[src/rtl/control_unit.sv]
// Hardwired control sequencer: fetch (T0-T2), opcode-selected execute steps,
// HALT. Control strobes are decoded from the present-state register each cycle.
module control_unit (
  input  logic        Clock,
  input  logic        clear,
  input  logic [31:0] IR,
  input  logic        CON_FF,
  output logic        Read,
  output logic        Write,
  output logic        IncPC,
  output logic [4:0]  opcode,
  output logic        Gra,
  output logic        Grb,
  output logic        Grc,
  output logic        Rin,
  output logic        Rout,
  output logic        BAout,
  output logic        HIin,
  output logic        LOin,
  output logic        Yin,
  output logic        Zin,
  output logic        PCin,
  output logic        IRin,
  output logic        MARin,
  output logic        MDRin,
  output logic        Outportin,
  output logic        CONin,
  output logic        HIout,
  output logic        LOout,
  output logic        Zhighout,
  output logic        Zlowout,
  output logic        PCout,
  output logic        MDRout,
  output logic        Inportout,
  output logic        Cout,
  output logic        run
);

  localparam logic [4:0] OP_ADD = 5'b01011;

  typedef enum logic [5:0] {
    S_RST, S_HALT, S_T0, S_T1, S_T2,
    R3_T3, R3_T4, R3_T5,
    IM_T3, IM_T4, IM_T5,
    LI_T3, LI_T4, LI_T5,
    LD_T3, LD_T4, LD_T5, LD_T6, LD_T7,
    ST_T3, ST_T4, ST_T5, ST_T6, ST_T7,
    MD_T3, MD_T4, MD_T5, MD_T6,
    NG_T3, NG_T4,
    BR_T3, BR_T4, BR_T5, BR_T6,
    JR_T3, IN_T3, OUT_T3, MFHI_T3, MFLO_T3
  } state_e;

  state_e     state_q, state_d;
  logic [4:0] op_ir;

  assign op_ir = IR[31:27];

  always_comb begin
    state_d = S_T0;
    case (state_q)
      S_RST:   state_d = S_T0;
      S_HALT:  state_d = S_HALT;
      S_T0:    state_d = S_T1;
      S_T1:    state_d = S_T2;
      S_T2: begin
        if (op_ir <= 5'd10) state_d = R3_T3;
        else begin
          case (op_ir)
            5'd11, 5'd12, 5'd13: state_d = IM_T3;
            5'd14:               state_d = LD_T3;
            5'd15:               state_d = LI_T3;
            5'd16:               state_d = ST_T3;
            5'd17, 5'd18:        state_d = MD_T3;
            5'd19, 5'd20:        state_d = NG_T3;
            5'd21:               state_d = BR_T3;
            5'd22:               state_d = JR_T3;
            5'd24:               state_d = IN_T3;
            5'd25:               state_d = OUT_T3;
            5'd26:               state_d = MFHI_T3;
            5'd27:               state_d = MFLO_T3;
            5'd29:               state_d = S_HALT;
            default:             state_d = S_T0;   // nop and unused codes
          endcase
        end
      end
      R3_T3: state_d = R3_T4;
      R3_T4: state_d = R3_T5;
      IM_T3: state_d = IM_T4;
      IM_T4: state_d = IM_T5;
      LI_T3: state_d = LI_T4;
      LI_T4: state_d = LI_T5;
      LD_T3: state_d = LD_T4;
      LD_T4: state_d = LD_T5;
      LD_T5: state_d = LD_T6;
      LD_T6: state_d = LD_T7;
      ST_T3: state_d = ST_T4;
      ST_T4: state_d = ST_T5;
      ST_T5: state_d = ST_T6;
      ST_T6: state_d = ST_T7;
      MD_T3: state_d = MD_T4;
      MD_T4: state_d = MD_T5;
      MD_T5: state_d = MD_T6;
      NG_T3: state_d = NG_T4;
      BR_T3: state_d = BR_T4;
      BR_T4: state_d = BR_T5;
      BR_T5: state_d = BR_T6;
      default: state_d = S_T0;
    endcase
  end

  always_ff @(posedge Clock) begin
    if (clear) state_q <= S_RST;
    else       state_q <= state_d;
  end

  always_comb begin
    {Read, Write, IncPC, Gra, Grb, Grc, Rin, Rout, BAout} = '0;
    {HIin, LOin, Yin, Zin, PCin, IRin, MARin, MDRin, Outportin, CONin} = '0;
    {HIout, LOout, Zhighout, Zlowout, PCout, MDRout, Inportout, Cout} = '0;
    opcode = 5'b00000;
    run    = 1'b1;
    case (state_q)
      S_HALT: run = 1'b0;
      S_T0: begin PCout = 1'b1; MARin = 1'b1; end
      S_T1: begin Read = 1'b1; MDRin = 1'b1; end
      S_T2: begin MDRout = 1'b1; IRin = 1'b1; PCin = 1'b1; IncPC = 1'b1; end
      R3_T3, IM_T3: begin Grb = 1'b1; Rout = 1'b1; Yin = 1'b1; end
      R3_T4: begin Grc = 1'b1; Rout = 1'b1; Zin = 1'b1; opcode = op_ir; end
      IM_T4: begin Cout = 1'b1; Zin = 1'b1; opcode = op_ir; end
      R3_T5, IM_T5, LI_T5: begin Zlowout = 1'b1; Gra = 1'b1; Rin = 1'b1; end
      LI_T3, LD_T3, ST_T3: begin Grb = 1'b1; BAout = 1'b1; Yin = 1'b1; end
      LI_T4, LD_T4, ST_T4: begin Cout = 1'b1; Zin = 1'b1; opcode = OP_ADD; end
      LD_T5, ST_T5: begin Zlowout = 1'b1; MARin = 1'b1; end
      LD_T6: begin Read = 1'b1; MDRin = 1'b1; end
      LD_T7: begin MDRout = 1'b1; Gra = 1'b1; Rin = 1'b1; end
      ST_T6: begin Gra = 1'b1; Rout = 1'b1; MDRin = 1'b1; end
      ST_T7: Write = 1'b1;
      MD_T3: begin Gra = 1'b1; Rout = 1'b1; Yin = 1'b1; end
      MD_T4: begin Grb = 1'b1; Rout = 1'b1; Zin = 1'b1; opcode = op_ir; end
      MD_T5: begin Zlowout = 1'b1; LOin = 1'b1; end
      MD_T6: begin Zhighout = 1'b1; HIin = 1'b1; end
      NG_T3: begin Grb = 1'b1; Rout = 1'b1; Zin = 1'b1; opcode = op_ir; end
      NG_T4: begin Zlowout = 1'b1; Gra = 1'b1; Rin = 1'b1; end
      BR_T3: begin Gra = 1'b1; Rout = 1'b1; CONin = 1'b1; end
      BR_T4: begin PCout = 1'b1; Yin = 1'b1; end
      BR_T5: begin Cout = 1'b1; Zin = 1'b1; opcode = OP_ADD; end
      // Branch target only committed when the condition flag holds this cycle
      BR_T6: begin Zlowout = CON_FF; PCin = CON_FF; end
      JR_T3: begin Gra = 1'b1; Rout = 1'b1; PCin = 1'b1; end
      IN_T3: begin Inportout = 1'b1; Gra = 1'b1; Rin = 1'b1; end
      OUT_T3: begin Gra = 1'b1; Rout = 1'b1; Outportin = 1'b1; end
      MFHI_T3: begin HIout = 1'b1; Gra = 1'b1; Rin = 1'b1; end
      MFLO_T3: begin LOout = 1'b1; Gra = 1'b1; Rin = 1'b1; end
      default: ;
    endcase
  end

endmodule

[config.mk]
export PLATFORM = sky130hd
export DESIGN_NAME = control_unit
export DESIGN_NICKNAME = d
export VERILOG_FILES = /design/src/rtl/control_unit.sv
export SDC_FILE = /design/constraint.sdc
export NUM_CORES = 1
export LEC_CHECK = 0
export ABC_AREA = 1
export CAP_MARGIN = 40
export CORE_UTILIZATION = 36
export DETAILED_ROUTE_END_ITERATION = 7
export GPL_ROUTABILITY_DRIVEN = 0
export PLACE_DENSITY = 0.78
export RECOVER_POWER = 100
export SLEW_MARGIN = 5
export SYNTH_ARGS = -nofsm -noshare
export SYNTH_HDL_FRONTEND = slang
export SYNTH_SLANG_ARGS = --single-unit
[constraint.sdc]
create_clock -name Clock -period 1.36 [get_ports Clock]
set_input_delay 0.204 -clock Clock [delete_from_list [all_inputs] [get_ports Clock]]
set_output_delay 0.204 -clock Clock [all_outputs]
set_load 0.01 [all_outputs]
==> results of run 1 <==
logic make-up after synthesis:
group,share of synthesized area
adder cells (fa/ha/maj),0.0606
AND/OR/NAND/NOR,0.576
AO/OA/AOI/OAI,0.117
buffers and inverters,0.149
flip-flops,0.0970
metal layers:
metal / GRT overflow / GRT usage
met1: 0 / 0.611
met2: 1 / 0.876
met3: 0 / 0.522
met4: 0 / 0.662
met5: 0 / 0.143
what timing repair did:
item / CTS
buffers inserted: 41
pin swaps: 56
cloned: 2
resized for setup: 305
setup endpoints to repair: 39
per-stage QoR:
| step | utilization | hold WS (ps) | setup WS, ps |
|---|---|---|---|
| after floorplan | - | 266 | -48.7 |
| after global placement | 0.700 | 814 | -549 |
| after detailed placement | 0.700 | 832 | -580 |
| after CTS | 0.955 | 662 | -407 |
==> impl_results.md, run 1 <==
* Bufs on Longest Clock Path at 2
* Starting utilization of the core area at 0.393
* Register area share after synthesis at 0.0970
* Post-placement cell area at 2210 µm²
* IO Pins at 68
* Total routing resource utilization after global routing at 0.660
* Clock Sink Count at 6
* Step where the flow halted: global routing
* Share of the synthesized area in the top cell type at 0.182
* Synthesis-stage register bit count at 6
* Count of synthesis-stage warnings from yosys at 0
* Count of standard-cell rows at 20
* Overflow left after global routing at 1
* Count leader, synth: sky130_fd_sc_hd__nand2_1
* Commonest register cell after synthesis: sky130_fd_sc_hd__dfxtp_1
* Htree depth at 1
* Quantity of I/O buffers inserted on ports at 40
* Largest net degree at the start of global routing at 10
* Number of buffers inserted during clock tree synthesis at 3
* Number of synthesized flops with an enable pin at 0
* Syn Nets at 269
* Fraction of registers with async set/reset at 0
* Hold Buf Count CTS at 0
* Global-route wire length before repair at 17000 µm
* Post-synthesis instance total at 228
* Area contributors post-synth: sky130_fd_sc_hd__nand2_1 (18%), sky130_fd_sc_hd__nand3_1 (14%), sky130_fd_sc_hd__nor2_1 (10%)
* Cell at the root of the clock tree: sky130_fd_sc_hd__clkbuf_4
* Mean instance size in the synthesized netlist at 5.43 µm²
* Number of global-route vias before repair at between 3000 and 4000
* Run status: aborted with a tool error
* Half-perimeter wire length of the detailed placement result at 3920 µm
* Floorplan die width at 60.7 µm
* Library cell with the largest summed area after synthesis: sky130_fd_sc_hd__nand2_1
* Synth top cells by count: sky130_fd_sc_hd__nand2_1 (60), sky130_fd_sc_hd__nand3_1 (34), sky130_fd_sc_hd__nor2_1 (33)
* Error that stopped the run: [ERROR GRT-0116] Global routing finished with congestion. Check the congestion regions in the DRC Viewer.
* Vertical extent of the die at approximately 61 µm
* Distinct cells, synth at 25
* Number of placed cells counting well taps at between 300 and 400
* Total standard cell area after synthesis at around 1200 µm²
==> run 2: changes to the inputs <==
CORE_AREA = 2 2 63 65   (was not set)
CORE_UTILIZATION = not set   (was 36)
DIE_AREA = 0 0 65 67   (was not set)
PLACE_DENSITY = not set   (was 0.78)
PLACE_DENSITY_LB_ADDON = 0.15   (was not set)
clock period = 1.77 ns   (was 1.36 ns; I/O delays follow)
==> run 2 against run 1 <==
Against the previous run:
- the flow now finishes, with violations (negative setup slack)
- synthesized area did not move
- synthesized cell count stayed put
==> impl_results.md, run 2 <==
* Maximum clock frequency at approximately 510 MHz
* Cell at the root of the clock tree: sky130_fd_sc_hd__clkbuf_8
* Skew-Pair Late Insertion Delay at 220 ps
* Run status: finished, violations left
* Syn-to-layout area delta at 118%
* Combinational family with the most area after synthesis: simple AND/OR/NAND/NOR gates
* Area contributors post-synth: sky130_fd_sc_hd__nand2_1 (18%), sky130_fd_sc_hd__nand3_1 (14%), sky130_fd_sc_hd__nor2_1 (10%)
* Path category of the worst min-delay check: in -> reg
* Largest net degree at the start of global routing at 12
* Detailed-route vias per instance at 5.11
* Arr. time, crit path at 1690 ps
* Post-DRT Antenna Nets at 0
* Number of synthesized flops with an enable pin at 0
* Synthesized-area fraction occupied by and/or/nand/nor cells at 0.576
* Antenna Cells at 0
* Area fraction in compound gates after synthesis at 0.117
* Mean instance size in the synthesized netlist at 5.43 µm²
* Bufs on Longest Clock Path at 2
* Clock Sink Count at 6
* Maximum capacitance violations at 0
* Overall power after layout at 2.14 mW
* Total Routed Length at 6220 µm
* Post-layout util at 0.750
* CP Data Required Time at 1500 ps
* Crit end category: output port
* Endpoints failing setup at 18
* Count of standard-cell rows at 22
* Placeable Area at 3610 µm²
* Regs by FF count: state_q: 6 flops
* Number of global-route vias before repair at approximately 2000
* Wire length per cell at 15.1 µm
* Count leader, synth: sky130_fd_sc_hd__nand2_1
* Synthesis-stage register bit count at 6
* Number of buffers inserted during clock tree synthesis at 3
* Overflow left after global routing at 0
* Max FFs per register at 6
* Multiplexer area fraction after synthesis at 0
* Setup repair after global routing missed its margin: yes
* Number of antenna violations at the first check in global routing at 0
* Setup TNS at -1390 ps
* Distinct cells, synth at 25
* Most frequent cells in the layout: sky130_fd_sc_hd__buf_4 (80), sky130_fd_sc_hd__nand2_1 (48), sky130_fd_sc_hd__nor2_1 (25)
* Max Clock Skew at 1.91 ps
* Post-synthesis instance total at 228
* Register area share after synthesis at 0.0970
* Final critical-path setup slack at -182 ps
* Half-perimeter wire length of the detailed placement result at 3840 µm
* Count of unresolved DRC violations after routing at 0
* Clock tree from TritonCTS: done
* Commonest register cell after synthesis: sky130_fd_sc_hd__dfxtp_1
* Most frequent standard cell in the layout excluding fill and tap cells: sky130_fd_sc_hd__buf_4
* Period utilization at 1.10
* Fraction of registers with async set/reset at 0
* XOR/XNOR share of the synthesized area at 0
* Syn Nets at 269
* Count of synthesis-stage warnings from yosys at 0
* Final count of hold timing violations at 0
* Leakage power summed over all cells at about 1.5 nW
* Worst setup timing slack at the placement stage at -309 ps
* Global-route wire length before repair at around 9000 µm
* Total routing resource utilization after global routing at 0.267
* IO Pins at 68
* Worst Max-Slew Pin Slew at 324 ps
* Share of the synthesized area in the top cell type at 0.182
* Die area at 4360 µm²
* Initial DRC count at 121
* Quantity of I/O buffers inserted on ports at 40
* Starting utilization of the core area at 0.344
* Power density cells at 792 nW/µm²
* Start-to-end type of the worst setup path: reg -> out
* Count of pins over their slew limit at 0
* Startpoint type of the worst setup path: flip-flop
* Violations in the final reports: negative setup slack
* Worst voltage drop across the vdd grid at 0.000331 V
* 1st-pass router iterations at 4
* Worst slew margin relative to its limit at 0.783
* Synth top cells by count: sky130_fd_sc_hd__nand2_1 (60), sky130_fd_sc_hd__nand3_1 (34), sky130_fd_sc_hd__nor2_1 (33)
* Register with the most flip-flops: state_q
* Floorplan die width at 65 µm
* Peak fanout along the critical path at 5
* Final net count at slightly above 400
* Post-synthesis share of cell area spent on full adders, half adders and majority gates at 0.0606
* Library cell with the largest summed area after synthesis: sky130_fd_sc_hd__nand2_1
* Total via count in the routed design at 2105
* Htree depth at 1
* Fin crit period at 1950 ps
* Worst hold slack after final layout at between 700 and 800 ps
* Share of post-route cells with drive strength above 1 at 0.574
* Total standard cell area after synthesis at 1240 µm²
* Vertical extent of the die at approximately 67 µm
* Register clock-pin slew on the reported worst setup and hold paths at ~40 ps
run 2: cell counts after synthesis:
No cell type changed its count.
run 2: where the power goes:
group,leakage [nW],switching (mW),internal (mW)
Clock,0.0216,0.0610,0.146
Sequential,0.0530,0.0784,0.183
Combinational,1.44,0.903,0.770
run 2: area by class of cell:
type,instances,area [µm²]
Clock buffer,3,41.3
Fill cell,293,902
Inverter,32,135
Multi-Input combinational cell,185,1230
Sequential cell,6,140
Tap cell,48,60.1
Timing Repair Buffer,138,1100
run 2: what timing repair did:
| item | 4_1_cts | 5_1_grt |
|---|---|---|
| hold buffers | 0 | 0 |
| gates cloned | 2 | 0 |
| setup buffers | 15 | 11 |
| endpoints found under the hold margin | 0 | 0 |
| endpoints found under the setup margin | 33 | 32 |
| gates resized for setup | 154 | 67 |
| pin swaps | 14 | 18 |
run 2: through the flow:
stage,cell area (µm²),cells
2_1_floorplan,1240,228
3_3_place_gp,2180,382
3_5_place_dp,2180,382
4_1_cts,2490,402
5_1_grt,2700,412
6_report,2700,412
run 2: metal layers:
layer	vias to the layer above	global-route usage	wire, µm
met5	-	0	0
met4	0	0.0984	203
met3	24	0.0355	326
met2	75	0.503	3250
met1	985	0.303	2450
li1	1021	-	-
run 2: critical path, cell delays in order, from the launching register on:
cell	delay, ps
sky130_fd_sc_hd__dfxtp_4	410
sky130_fd_sc_hd__inv_4	50
sky130_fd_sc_hd__nor2_4	170
sky130_fd_sc_hd__buf_6	140
sky130_fd_sc_hd__nand3_2	80
sky130_fd_sc_hd__nand2_2	120
sky130_fd_sc_hd__nor4_4	40
sky130_fd_sc_hd__buf_4	140
sky130_fd_sc_hd__buf_4	120
sky130_fd_sc_hd__nand3_1	50
sky130_fd_sc_hd__buf_2	130
run 2: final timing paths:
check             startpoint         end  slack, ps  depth (start not counted)
hold / removal         clear  state_q[1]        710                          2
hold reg to reg   state_q[0]  state_q[3]        860                          3
setup reg to reg  state_q[3]  state_q[1]         20                         12
setup / recovery  state_q[2]         Gra       -180                         10
run 2: cells by family after synthesis:
kind of cell    count (synthesis)
compound gates                 25
simple gates                  152
buf+inv                        39
flops                           6
fa+ha+maj                       6
(Power assumes the default switching activity.)
==> run 3: changes to the inputs <==
SKIP_LAST_GASP = 1   (was not set)
clock period = 2.15 ns   (was 1.77 ns; I/O delays follow)
==> run 3 against run 2 <==
Against the previous run:
- the run now ends clean
- via count down 16%
- setup slack better by 190 ps
- flip-flop and latch count unchanged
- worst hold slack better by 48 ps
- die area unchanged
- first-iteration DRC count down 14%
- final area down 23%
- total power down 38%
- register-to-register slack better by 490 ps
- critical endpoint is now MDRin
- largest cell class unchanged
- largest power group unchanged
==> impl_results.md, run 3 (same netlist as run 2, synthesis figures left out) <==
* Peak fanout along the critical path at 4
* Count of unresolved DRC violations after routing at 0
* Post-route non-filler standard cell count at 359
* Half-perimeter wire length of the detailed placement result at 3410 µm
* Clock Sink Count at 6
* Hold Path Sink: state_q[1]
* Launch point of the worst reg-to-reg path: state_q[0]
* Syn-to-layout area delta at 67.3%
* Run status: finished, final reports clean
* Final count of hold timing violations at 0
* Share of post-route cells with drive strength above 1 at 0.280
* Post-DRT Antenna Nets at 0
* Most frequent standard cell in the layout excluding fill and tap cells: sky130_fd_sc_hd__nand2_1
* Number of placed cells counting well taps at 342
* Register clock-pin slew on the reported worst setup and hold paths at 30 ps
* 1st-pass router iterations at 4
* Capturing point of the worst reg2reg path: state_q[1]
* Register with the most flip-flops: state_q
* Die area at approximately 4400 µm²
* Number of global-route vias before repair at 1656
* Worst hold slack after final layout at 762 ps
* Max FFs per register at 6
* Worst setup timing slack at the placement stage at -11.2 ps
* Cell at the root of the clock tree: sky130_fd_sc_hd__clkbuf_8
* Wire length per cell at 12.4 µm
* Antenna Cells at 0
* Hold Buf Count CTS at 0
* Reg2Reg Depth at 10
* Bufs on Longest Clock Path at 2
* Total via count in the routed design at ~1800
* Global-route wire length before repair at roughly 7300 µm
* Worst Max-Slew Pin Slew at 302 ps
* CP Data Required Time at 1830 ps
* Max Clock Skew at approximately 5.5 ps
* Skew-Pair Late Insertion Delay at 230 ps
* Period utilization at 0.998
* Maximum clock frequency at 466 MHz
* Post-layout util at 0.575
* Clock tree from TritonCTS: done
* Floorplan die width at 65 µm
* Detailed-route vias per instance at roughly 4.9
* Initial DRC count at 104
* Starting utilization of the core area at 0.344
* Number of buffers inserted during clock tree synthesis at 3
* Final net count at 354
* Endpoints failing setup at 0
* Total routing resource utilization after global routing at 0.214
* Quantity of I/O buffers inserted on ports at 40
* Crit end category: output port
* Setup slack on the worst flop-to-flop path at 510 ps
* Most frequent cells in the layout: sky130_fd_sc_hd__nand2_1 (57), sky130_fd_sc_hd__buf_4 (40), sky130_fd_sc_hd__nand3_1 (33)
* Count of standard-cell rows at 22
* Overflow left after global routing at 0
* Total Routed Length at 4450 µm
* Leakage power summed over all cells at 1.21 nW
* Number of antenna violations at the first check in global routing at 0
* Vertical extent of the die at 67 µm
* IO Pins at between 60 and 70
* Hold Path Stages at 2
* Maximum capacitance violations at 0
* Power density cells at 639 nW/µm²
* Final critical-path setup slack at 5.24 ps
* Arr. time, crit path at between 1500 and 2000 ps
* Count of pins over their slew limit at 0
* Fin crit period at 2140 ps
* Placeable Area at 3610 µm²
* Path category of the worst min-delay check: in -> reg
* Worst voltage drop across the vdd grid at between 0.0002 and 0.0003 V
* CP Launch Point: state_q[4]
* Start-to-end type of the worst setup path: reg -> out
* Overall power after layout at around 1.3 mW
* Worst slew margin relative to its limit at 0.797
* Startpoint type of the worst setup path: flip-flop
* Regs by FF count: state_q: 6 flops
* Setup repair after global routing missed its margin: yes
* Hold path start: clear
* Htree depth at 1
* Largest net degree at the start of global routing at 14
-- run 3: cell count changes in the layout (fill, tap and decap cells not counted), sizes merged --
cell,delta
dlymetal6s2s,+1
clkdlybuf4s50,+9
clkbuf,+2
dlygate4sd2,+8
dlygate4sd3,+4
nor2,-1
buf,-76
clkdlybuf4s15,-4
clkdlybuf4s25,+4
-- run 3: per-layer routing --
layer	up-vias	wire, µm	GRT usage
met5	-	0	0
met4	0	33	0.0452
met3	2	318	0.0389
met2	65	2110	0.348
met1	795	1990	0.293
li1	910	-	-
-- run 3: worst max path at each step --
stage | endpoint | cells after the start | slack [ps]
after floorplan | Zhighout | 6 | 450
after global placement | opcode[1] | 7 | 30
after detailed placement | opcode[3] | 7 | -10
after CTS | MDRin | 7 | 20
after global routing | MDRin | 7 | -70
final | MDRin | 7 | 5
-- run 3: final cells by class --
class,count,area (µm²)
fill,382,1530
sequential,6,135
clock buffer,3,41.3
timing repair buffer,86,719
inverter,32,120
multi-input combinational,184,996
tap,48,60.1
-- run 3: where the power goes --
part | switching [mW] | internal, mW
registers | 0.0520 | 0.148
logic | 0.529 | 0.422
clock network | 0.0520 | 0.121
total | 0.633 | 0.691
-- run 3: what timing repair did --
action,in CTS,in global routing
buffers inserted,11,2
pin swaps,6,4
gates cloned,1,0
setup endpoints to repair,27,24
resized for setup,30,27
-- run 3: metrics by stage --
stage	instance area [µm²]	setup TNS, ps
detailed placement	1890	-11.2
global placement	1890	0
CTS	2050	0
global route	2070	-252
finish	2070	0
floorplan	1240	0
-- run 3: critical path: stages, from the launching register on --
cell	delay (ps)
sky130_fd_sc_hd__dfxtp_2	360
sky130_fd_sc_hd__inv_2	60
sky130_fd_sc_hd__nor2_4	150
sky130_fd_sc_hd__buf_4	160
sky130_fd_sc_hd__nand3_1	90
sky130_fd_sc_hd__buf_4	160
sky130_fd_sc_hd__nand3_1	70
sky130_fd_sc_hd__clkdlybuf4s50_1	530
==> run 4: changes to the inputs <==
==> constraint.sdc (replaced) <==
create_clock -name Clock -period 2.15 [get_ports Clock]
set_input_delay 0.3225 -clock Clock [delete_from_list [all_inputs] [get_ports Clock]]
set_output_delay 0.3225 -clock Clock [all_outputs]
set_load 0.02 [all_outputs]
==> run 4 against run 3 <==
Against the previous run:
- count of clock-buffer cells in the layout unchanged
- total power decreased by 6.3%
- flip-flop and latch count stayed put
- sequential share of layout area down 0.16 points
- setup slack improved by 17 ps
- final area fell by 4.1%
- die area unchanged
- global-route usage fell by 1.5 points
- register-to-register slack worse by 160 ps
- critical endpoint is now Write
- largest power group unchanged
==> impl_results.md, run 4 (same netlist as run 2, synthesis figures left out) <==
* Number of antenna violations at the first check in global routing at 0
* Sequential Area at 126 µm²
* Setup slack on the worst flop-to-flop path at approximately 350 ps
* Number of fill cells at 386
* Clock Sink Count at 6
* Max Clock Skew at between 0.4 and 0.5 ps
* Switching portion of total power at 0.512
* Total via count in the routed design at ~1800
* Crit end category: output port
* Skew-Pair Late Insertion Delay at 220 ps
* Met3 routed wirelength at 234 µm
* M1 WL at 1990 µm
* Total length of routed met2 wires at 1970 µm
* Htree depth at 1
* 1st-pass router iterations at 4
* Starting utilization of the core area at 0.344
* Seq pwr share at 0.150
* Max stage delay cell, worst path: sky130_fd_sc_hd__clkdlybuf4s50_1
* Count of pins over their slew limit at 0
* Final net count at 354
* Worst voltage drop across the vdd grid at just over 0.0003 V
* Arr. time, crit path at 1800 ps
* Hold Path Stages at 2
* Setup repair after global routing missed its margin: yes
* Maximum capacitance violations at 0
* Top sig layer: met4
* Syn-to-layout area delta at 60.4%
* Max stage delay on crit path at 600 ps
* Pint at between 0.6 and 0.7 mW
* Launch point of the worst reg-to-reg path: state_q[0]
* Final count of hold timing violations at 0
* Register clock-pin slew on the reported worst setup and hold paths at 30 ps
* Total Routed Length at 4250 µm
* Critical path cell sequence: inv_2, nor2_4, clkbuf_4, inv_1, nor2_1, clkdlybuf4s50_1
* Power density cells at 624 nW/µm²
* Reg2Reg Depth at 10
* Antenna Cells at 0
* Vertical extent of the die at 67 µm
* Floorplan die width at 65 µm
* Worst setup timing slack at the placement stage at -58.2 ps
* Max FFs per register at 6
* Die area at 4360 µm²
* Wire length per cell at 11.8 µm
* Worst Max-Slew Pin Slew at about 290 ps
* Leakage power summed over all cells at 1.22 nW
* Number of global-route vias before repair at 1586
* Largest net degree at the start of global routing at 12
* CP Data Required Time at 1830 ps
* Peak fanout along the critical path at 5
* Endpoints failing setup at 0
* Setup TNS at 0 ps
* Quantity of I/O buffers inserted on ports at 40
* Regs by FF count: state_q: 6 flops
* Hold Path Sink: state_q[0]
* NetSw at 0.635 mW
* Count of standard-cell rows at 22
* Worst slew margin relative to its limit at 0.809
* Post-DRT Antenna Nets at 0
* Fin crit period at 2130 ps
* Initial DRC count at 102
* Cell at the root of the clock tree: sky130_fd_sc_hd__clkbuf_8
* Maximum clock frequency at 470 MHz
* Overflow left after global routing at 0
* Hold path start: clear
* Placeable Area at ~3600 µm²
* IO Pins at 68
* Post-CTS setup buffers at 0
* Detailed-route vias per instance at 4.88
* Post-layout instance area at 1990 µm²
* Logic gate share of total power at 0.716
* Startpoint type of the worst setup path: flip-flop
* Post-layout util at 0.551
* Count of unresolved DRC violations after routing at 0
* Run status: finished, final reports clean
* Final critical-path setup slack at 22.7 ps
* Total area of multi-input combinational cells at 957 µm²
* Period utilization at 0.989
* Bufs on Longest Clock Path at 2
* Number of buffers inserted during clock tree synthesis at 3
* Most frequent standard cell in the layout excluding fill and tap cells: sky130_fd_sc_hd__nand2_1
* Most frequent cells in the layout: sky130_fd_sc_hd__nand2_1 (60), sky130_fd_sc_hd__buf_4 (40), sky130_fd_sc_hd__nand3_1 (35)
* Total routing resource utilization after global routing at 0.199
* Clock power frac at 0.133
* Path category of the worst min-delay check: in -> reg
* Start-to-end type of the worst setup path: reg -> out
* Capturing point of the worst reg2reg path: state_q[1]
* Post-placement cell area at 1980 µm²
* Share of post-route cells with drive strength above 1 at 0.241
* Global-route wire length before repair at a little under 7000 µm
* Register with the most flip-flops: state_q
* Clock tree from TritonCTS: done
* Half-perimeter wire length of the detailed placement result at 3490 µm
run 4: cell types whose count changed in the layout (fill, tap and decap cells not counted), moves of 3 or more:
| cell | delta |
|---|---|
| sky130_fd_sc_hd__clkdlybuf4s50_1 | -6 |
| sky130_fd_sc_hd__inv_2 | -3 |
| sky130_fd_sc_hd__nand2_2 | -3 |
| sky130_fd_sc_hd__dlygate4sd3_1 | -3 |
| sky130_fd_sc_hd__dlygate4sd2_1 | +12 |
| sky130_fd_sc_hd__nand2_1 | +3 |
| sky130_fd_sc_hd__inv_1 | +3 |
| sky130_fd_sc_hd__clkdlybuf4s25_1 | -4 |
| sky130_fd_sc_hd__dfxtp_4 | -3 |
run 4: through the flow:
stage,power (mW),hold slack [ps],cells
floorplan,0.741,385,228
global placement,1.11,792,355
detailed placement,1.11,804,355
CTS,1.24,776,358
global route,1.34,787,359
finish,1.24,771,359
run 4: power groups by stage:
stage	logic (mW)	registers [mW]	clock network, mW
2_1_floorplan	0.581	0.161	0
3_3_place_gp	0.937	0.178	0
3_5_place_dp	0.933	0.180	0
4_1_cts	0.892	0.184	0.169
5_1_grt	0.973	0.192	0.180
6_report	0.888	0.187	0.165
run 4: cell type report:
| type | count | area share |
|---|---|---|
| clock buffers | 3 | 0.0208 |
| inverters | 32 | 0.0605 |
| well taps | 48 | 0.0302 |
| flip-flops and latches | 6 | 0.0636 |
| multi-input cells | 184 | 0.482 |
| repair buffers | 86 | 0.343 |
run 4: worst max path at each step:
stage | start | endpoint | slack (ps)
2_1_floorplan | state_q[4] | Zhighout | 120
3_3_place_gp | state_q[2] | opcode[1] | -40
3_5_place_dp | state_q[2] | opcode[3] | -60
4_1_cts | state_q[3] | BAout | -130
5_1_grt | state_q[2] | Zlowout | -40
6_report | state_q[4] | Write | 20
run 4: what timing repair did:
action / CTS / global route
hold buffers: 0 / 0
pin swaps: 0 / 1
setup endpoints to repair: 29 / 18
gates cloned: 0 / 1
gates resized for setup: 34 / 20
run 4: layer usage:
| layer | up-vias | global-route usage |
|---|---|---|
| met4 | 0 | 0.0452 |
| li1 | 909 | - |
| met2 | 51 | 0.321 |
| met5 | - | 0 |
| met3 | 6 | 0.0321 |
| met1 | 787 | 0.275 |
run 4: worst max-delay path, delay by kind of cell (launching register included):
kind | cells | cell delay [ps]
buffers and inverters | 4 | 920
DFF | 1 | 430
and+or+nand+nor | 2 | 240
